### src/rtl/mat_res_serializer_if.sv
// Handshake bundle between the matrix multiplier result port, the serializer
// and the downstream element stream.
interface mat_res_serializer_if #(
  parameter int DATA_WIDTH = 32,
  parameter int ROWS       = 4,
  parameter int COLS       = 4
);
  localparam int RW = (ROWS > 1) ? $clog2(ROWS) : 1;
  localparam int CW = (COLS > 1) ? $clog2(COLS) : 1;

  logic                                          c_valid;
  logic [0:ROWS-1][0:COLS-1][DATA_WIDTH-1:0]     c;
  logic                                          c_ready;
  logic [DATA_WIDTH-1:0]                         m_data;
  logic [RW-1:0]                                 m_row;
  logic [CW-1:0]                                 m_col;
  logic                                          m_valid;
  logic                                          m_last;
  logic                                          m_ready;

  // master: the serializer (drives the stream, acknowledges the capture)
  modport master (
    input  c_valid, c, m_ready,
    output c_ready, m_data, m_row, m_col, m_valid, m_last
  );

  modport slave (
    output c_valid, c, m_ready,
    input  c_ready, m_data, m_row, m_col, m_valid, m_last
  );
endinterface

### src/rtl/mat_res_serializer.sv
// Captures a ROWS x COLS result matrix and replays it one element per beat.
// Define MAT_SER_COLMAJOR_EN for column-major replay order (row-major otherwise).
module mat_res_serializer #(
  parameter int DATA_WIDTH = 32,
  parameter int ROWS       = 4,
  parameter int COLS       = 4
) (
  input  logic                 clk,
  input  logic                 rstn,
  mat_res_serializer_if.master bus,
  output logic [15:0]          frame_cnt
);
  localparam int RW = (ROWS > 1) ? $clog2(ROWS) : 1;
  localparam int CW = (COLS > 1) ? $clog2(COLS) : 1;

  typedef enum logic {IDLE, STREAM} state_t;

  state_t                                    state, state_nxt;
  logic [0:ROWS-1][0:COLS-1][DATA_WIDTH-1:0] mat_buf;
  logic [RW-1:0]                             row;
  logic [CW-1:0]                             col;
  logic                                      row_end, col_end, at_last;
  logic                                      capture, beat;

  assign row_end = (row == RW'(ROWS - 1));
  assign col_end = (col == CW'(COLS - 1));
  assign at_last = row_end && col_end;

  always_ff @(posedge clk) begin
    if (!rstn) state <= IDLE;
    else       state <= state_nxt;
  end

  always_comb begin
    state_nxt   = state;
    bus.c_ready = 1'b0;
    bus.m_valid = 1'b0;
    capture     = 1'b0;
    beat        = 1'b0;
    case (state)
      IDLE: begin
        bus.c_ready = 1'b1;
        if (bus.c_valid) begin
          capture   = 1'b1;
          state_nxt = STREAM;
        end
      end
      STREAM: begin
        bus.m_valid = 1'b1;
        beat        = bus.m_ready;
        if (bus.m_ready && at_last) state_nxt = IDLE;
      end
      default: state_nxt = IDLE;
    endcase
  end

  // Buffer has no reset: its contents are only observable after a capture.
  always_ff @(posedge clk) begin
    if (capture) mat_buf <= bus.c;
  end

  always_ff @(posedge clk) begin
    if (!rstn) begin
      row       <= '0;
      col       <= '0;
      frame_cnt <= '0;
    end else if (capture) begin
      row <= '0;
      col <= '0;
    end else if (beat) begin
      if (at_last) begin
        row       <= '0;
        col       <= '0;
        frame_cnt <= frame_cnt + 16'd1;
      end else begin
`ifdef MAT_SER_COLMAJOR_EN
        if (row_end) begin
          row <= '0;
          col <= col + 1'b1;
        end else begin
          row <= row + 1'b1;
        end
`else
        if (col_end) begin
          col <= '0;
          row <= row + 1'b1;
        end else begin
          col <= col + 1'b1;
        end
`endif
      end
    end
  end

  assign bus.m_data = (state == STREAM) ? mat_buf[row][col] : '0;
  assign bus.m_row  = row;
  assign bus.m_col  = col;
  assign bus.m_last = (state == STREAM) && at_last;

endmodule

### src/flat_wrapper.sv
// flat-port wrapper written by rule: the top's interface ports become plain ports
module mat_res_serializer_flat 
#(
  parameter int DATA_WIDTH = 32,
  parameter int ROWS       = 4,
  parameter int COLS       = 4
)
  (clk, rstn, frame_cnt, bus_c_valid, bus_c, bus_m_ready, bus_c_ready, bus_m_data, bus_m_row, bus_m_col, bus_m_valid, bus_m_last);
  mat_res_serializer_if #(.DATA_WIDTH(DATA_WIDTH), .ROWS(ROWS), .COLS(COLS)) bus_i ();
  input  logic clk;
  input  logic rstn;
  output logic [15:0] frame_cnt;
  input wire logic [$bits(bus_i.c_valid)-1:0] bus_c_valid;
  input wire logic [$bits(bus_i.c)-1:0] bus_c;
  input wire logic [$bits(bus_i.m_ready)-1:0] bus_m_ready;
  output wire logic [$bits(bus_i.c_ready)-1:0] bus_c_ready;
  output wire logic [$bits(bus_i.m_data)-1:0] bus_m_data;
  output wire logic [$bits(bus_i.m_row)-1:0] bus_m_row;
  output wire logic [$bits(bus_i.m_col)-1:0] bus_m_col;
  output wire logic [$bits(bus_i.m_valid)-1:0] bus_m_valid;
  output wire logic [$bits(bus_i.m_last)-1:0] bus_m_last;
  assign bus_i.c_valid = bus_c_valid;
  assign bus_i.c = bus_c;
  assign bus_i.m_ready = bus_m_ready;
  assign bus_c_ready = bus_i.c_ready;
  assign bus_m_data = bus_i.m_data;
  assign bus_m_row = bus_i.m_row;
  assign bus_m_col = bus_i.m_col;
  assign bus_m_valid = bus_i.m_valid;
  assign bus_m_last = bus_i.m_last;
  mat_res_serializer #(.DATA_WIDTH(DATA_WIDTH), .ROWS(ROWS), .COLS(COLS)) u_core (.clk(clk), .rstn(rstn), .bus(bus_i), .frame_cnt(frame_cnt));
endmodule
### config.mk
export PLATFORM = sky130hd
export DESIGN_NAME = mat_res_serializer_flat
export DESIGN_NICKNAME = d
export VERILOG_FILES = /design/src/rtl/mat_res_serializer_if.sv /design/src/rtl/mat_res_serializer.sv /design/src/flat_wrapper.sv
export SDC_FILE = /design/constraint.sdc
export NUM_CORES = 1
export LEC_CHECK = 0
export CAP_MARGIN = 5
export CELL_PAD_IN_SITES_DETAIL_PLACEMENT = 1
export CELL_PAD_IN_SITES_GLOBAL_PLACEMENT = 1
export CORE_ASPECT_RATIO = 1.25
export CORE_MARGIN = 2
export CORE_UTILIZATION = 30
export DETAILED_ROUTE_END_ITERATION = 12
export GPL_ROUTABILITY_DRIVEN = 0
export PLACE_DENSITY_LB_ADDON = 0.1
export SKIP_LAST_GASP = 1
export SLEW_MARGIN = 10
export SYNTH_ARGS = -nofsm -noshare
export SYNTH_HDL_FRONTEND = slang
export SYNTH_SLANG_ARGS = --single-unit
### constraint.sdc
create_clock -name clk -period 36.7 [get_ports clk]
set_input_delay 7.34 -clock clk [delete_from_list [all_inputs] [get_ports clk]]
set_output_delay 7.34 -clock clk [all_outputs]
set_load 0.005 [all_outputs]
==> metrics.md <==
| Metric | Value |
|---|---|
| Status | `finished, final reports clean` |
| Cts bufs inserted | `57` |
| Multi-input logic area | `0.00452 mm²` |
| Top Ports | `571` |
| Postcts setup bufs | `0` |
| Worst R2R Path Depth | `4` |
| Commonest cells post-synth | `edfxtp_1 (512), mux2i_1 (239), a22oi_1 (108), nand2_1 (60), clkbuf_1 (30)` |
| Syn_nets | `1669` |
| Post-CTS Hold Buffers | `0` |
| RSZ-0062 raised after global routing | `false` |
| CTS tree | `done` |
| Crit end category | `primary output` |
| Worst skew pair latency | `0.62 ns` |
| Post-layout util | `42.7%` |
| Vias | `12717` |
| Cell Area, Synth | `0.0206 mm²` |
| F_max | `82.3 MHz` |
| Seq/Total Area, Yosys | `76.7%` |
| Critical path arrival | `4.81 ns` |
| Sequential Power Share | `52.3%` |
| Multiplexer area fraction after synthesis | `12.7%` |
| Routed len/inst | `26.7 µm` |
| Hold/Removal Path Class | `flop to flop` |
| Number of flops mapped to enable cells by yosys | `512` |
| H-tree levels | `2` |
| Post-DP Area | `0.0273 mm²` |
| Global route total overflow | `0` |
| Core area | `0.0680 mm²` |
| Drt pass-1 iters | `5` |
| Switch share | `21.2%` |
| Initial Utilization | `30.3%` |
| Die Ht | `297 µm` |
| Final Hold Vio Count | `0` |
| Vias per cell | `4.78` |
| Simple-gate share of the synthesized area | `2.41%` |
| Fin crit period | `12.15 ns` |
| Initial antenna violation count | `43` |
| Clock Sinks | `533` |
| Leakage | `9.30 nW` |
| Synth unique cells | `37` |
| PortBufs | `570` |
| Asr flop ratio synth | `0%` |
| Switching power | `0.290 mW` |
| Clock slew at reported path FFs | `0.06 ns` |
| CP max FO | `55` |
| CTS Root Buffer Type | `clkbuf_16` |
| WS Path Type | `flop to primary output` |
| Startpoint Class | `flop` |
| Drt total wl | `70900 µm` |
| Seq. cell area | `0.0158 mm²` |
| # setup viols final | `0` |
| Synth Area in XOR/XNOR | `0.298%` |
| Worst slew pin tran | `1.12 ns` |
| Largest net degree at the start of global routing | `190` |
| Hpwl dp | `51300 µm` |
| Clk buf depth | `3` |
| Area share of fa/ha/maj cells after synthesis | `0.243%` |
| CP Data Required Time | `29.36 ns` |
| Largest area contributor in the netlist | `edfxtp_1` |
| Mapped Avg Cell Area | `17.9 µm²` |
| Die Footprint | `0.0708 mm²` |
| VDD IR max | `0.0000318 V` |
| Pwr Density | `47.1 mW/mm²` |
| Main combinational cell family by area after synthesis | `multiplexers` |
| Skew final | `0.0212 ns` |
| Most frequent cell after synthesis | `edfxtp_1` |
| WHS Path Cells | `2` |
| Post-route clock period utilization | `33.1%` |
| Synthesis-to-layout area growth | `41.1%` |
| Final ANT Viol Nets | `0` |
| Clock Power Share | `39.8%` |
| Row count | `107` |
| Synth Area in Compound Gates | `6.12%` |
| Max-slew violations | `0` |
| First-pass GRT wire length | `98000 µm` |
| Global-route usage over all layers | `19.5%` |
| Die W | `238 µm` |
| Comb power frac | `7.9%` |
| Max_cap viols | `0` |
| Main synth FF type | `edfxtp_1` |
| Number of global-route vias before repair | `14092` |
| Worst Hold Slack | `0.489 ns` |
| Final #Nets | `2248` |
| Top cell type's share of synthesized area | `74.6%` |
| YS warnings | `0` |
| # DRC | `0` |
| Post-cts resize count | `0` |
| Cell-internal power | `1.08 mW` |
| #FFs+latches synth | `533` |
| Slew margin rel. | `25.5%` |
| Synth top area cells | `edfxtp_1 (75%), mux2i_1 (12%), a22oi_1 (3.9%)` |
| Fillers | `6780` |
| Setup TNS | `0 ns` |
| DR iter-0 viols | `521` |
| Fin area | `0.0291 mm²` |
| Synth Instances | `1149` |
| Share of cells above drive strength 1 | `6.17%` |
==> kinds of logic (layout without fill, tap and decap cells) <==
logic type	count (synthesis)	after routing
simple gates	105	105
other cells	0	21
mux	249	249
fa+ha+maj	4	4
buf+inv	70	688
flops	533	533
xor+xnor	7	7
compound gates	181	181
==> cell usage in the layout, fill, tap and decap left out, types with 2 or more instances in the layout <==
cell type        count
o22ai_1             22
diode_2             21
nand2_1             59
o31ai_1              6
clkinv_1            19
edfxtp_1           512
xor2_1               6
clkinv_8             2
buf_12               2
mux4_2              10
nand3_1              8
mux2i_1            239
a221oi_1            10
dfxtp_1             20
buf_4               13
and4_1               2
a21oi_1             10
inv_1                4
a211oi_1             2
or4_1                6
nor2b_4              2
a22oi_1            108
o21ai_0             23
clkbuf_1             9
clkbuf_16           57
clkdlybuf4s50_1    570
nand4_1              3
nor2_4               2
nand2_2              2
inv_6                2
bufinv_16            4
nor2_1              12
clkinv_2             5
ha_1                 4
==> flip-flops by register name (all words and copies together), names as in the netlist <==
name	flops
u_core.mat_buf	512
u_core.frame_cnt	16
u_core.bus.m_col	2
u_core.bus.m_row	2
u_core.state	1
==> final cells by class <==
| class | instances | share of cell area, % |
|---|---|---|
| sequential | 533 | 54.4 |
| inverter | 5 | 0.0646 |
| timing repair buffer | 585 | 20.1 |
| tap | 872 | 3.75 |
| clock buffer | 66 | 5.02 |
| clock inverter | 32 | 0.930 |
| antenna | 21 | 0.181 |
| multi-input combinational | 546 | 15.6 |
==> metal layers <==
metal / track usage, % / wire length [µm]
met1: 20.4 / 25300
met2: 35.7 / 37500
met3: 7.18 / 5900
met4: 6.26 / 1930
met5: 0 / 280
==> worst max-delay path, stage by stage, from the launching register on <==
cell and delay (ns):
dfxtp_4 1.04, buf_4 0.80, buf_4 0.83, mux2i_1 0.18, a22oi_1 0.23, nand2_1 0.18
o22ai_1 0.26, clkdlybuf4s50_1 0.59
==> through the flow <==
stage	setup WS (ns)	power [mW]	instances
5_1_grt	24.27	1.42	2652
2_1_floorplan	6.51	0.780	1149
3_5_place_dp	25.07	0.840	2541
4_1_cts	24.44	1.39	2639
6_report	24.55	1.37	2660
3_3_place_gp	25.19	0.837	2541
==> power groups by stage <==
stage / Sequential (mW) / Clock [mW] / Combinational (mW)
after global routing: 0.718 / 0.583 / 0.117
after CTS: 0.716 / 0.564 / 0.112
after global placement: 0.728 / 0 / 0.110
after detailed placement: 0.729 / 0 / 0.111
final: 0.716 / 0.545 / 0.109
after floorplan: 0.751 / 0 / 0.0291
==> worst paths after layout <==
check / start / endpoint / slack, ns
max: u_core.bus.m_row[0] / bus_m_data[4] / 24.55
min: u_core.frame_cnt[15] / u_core.frame_cnt[15] / 0.49
max reg2reg: u_core.state / u_core.mat_buf[447] / 32.51
min reg2reg: u_core.frame_cnt[15] / u_core.frame_cnt[15] / 0.49
Power figures use the tool's default switching activity.
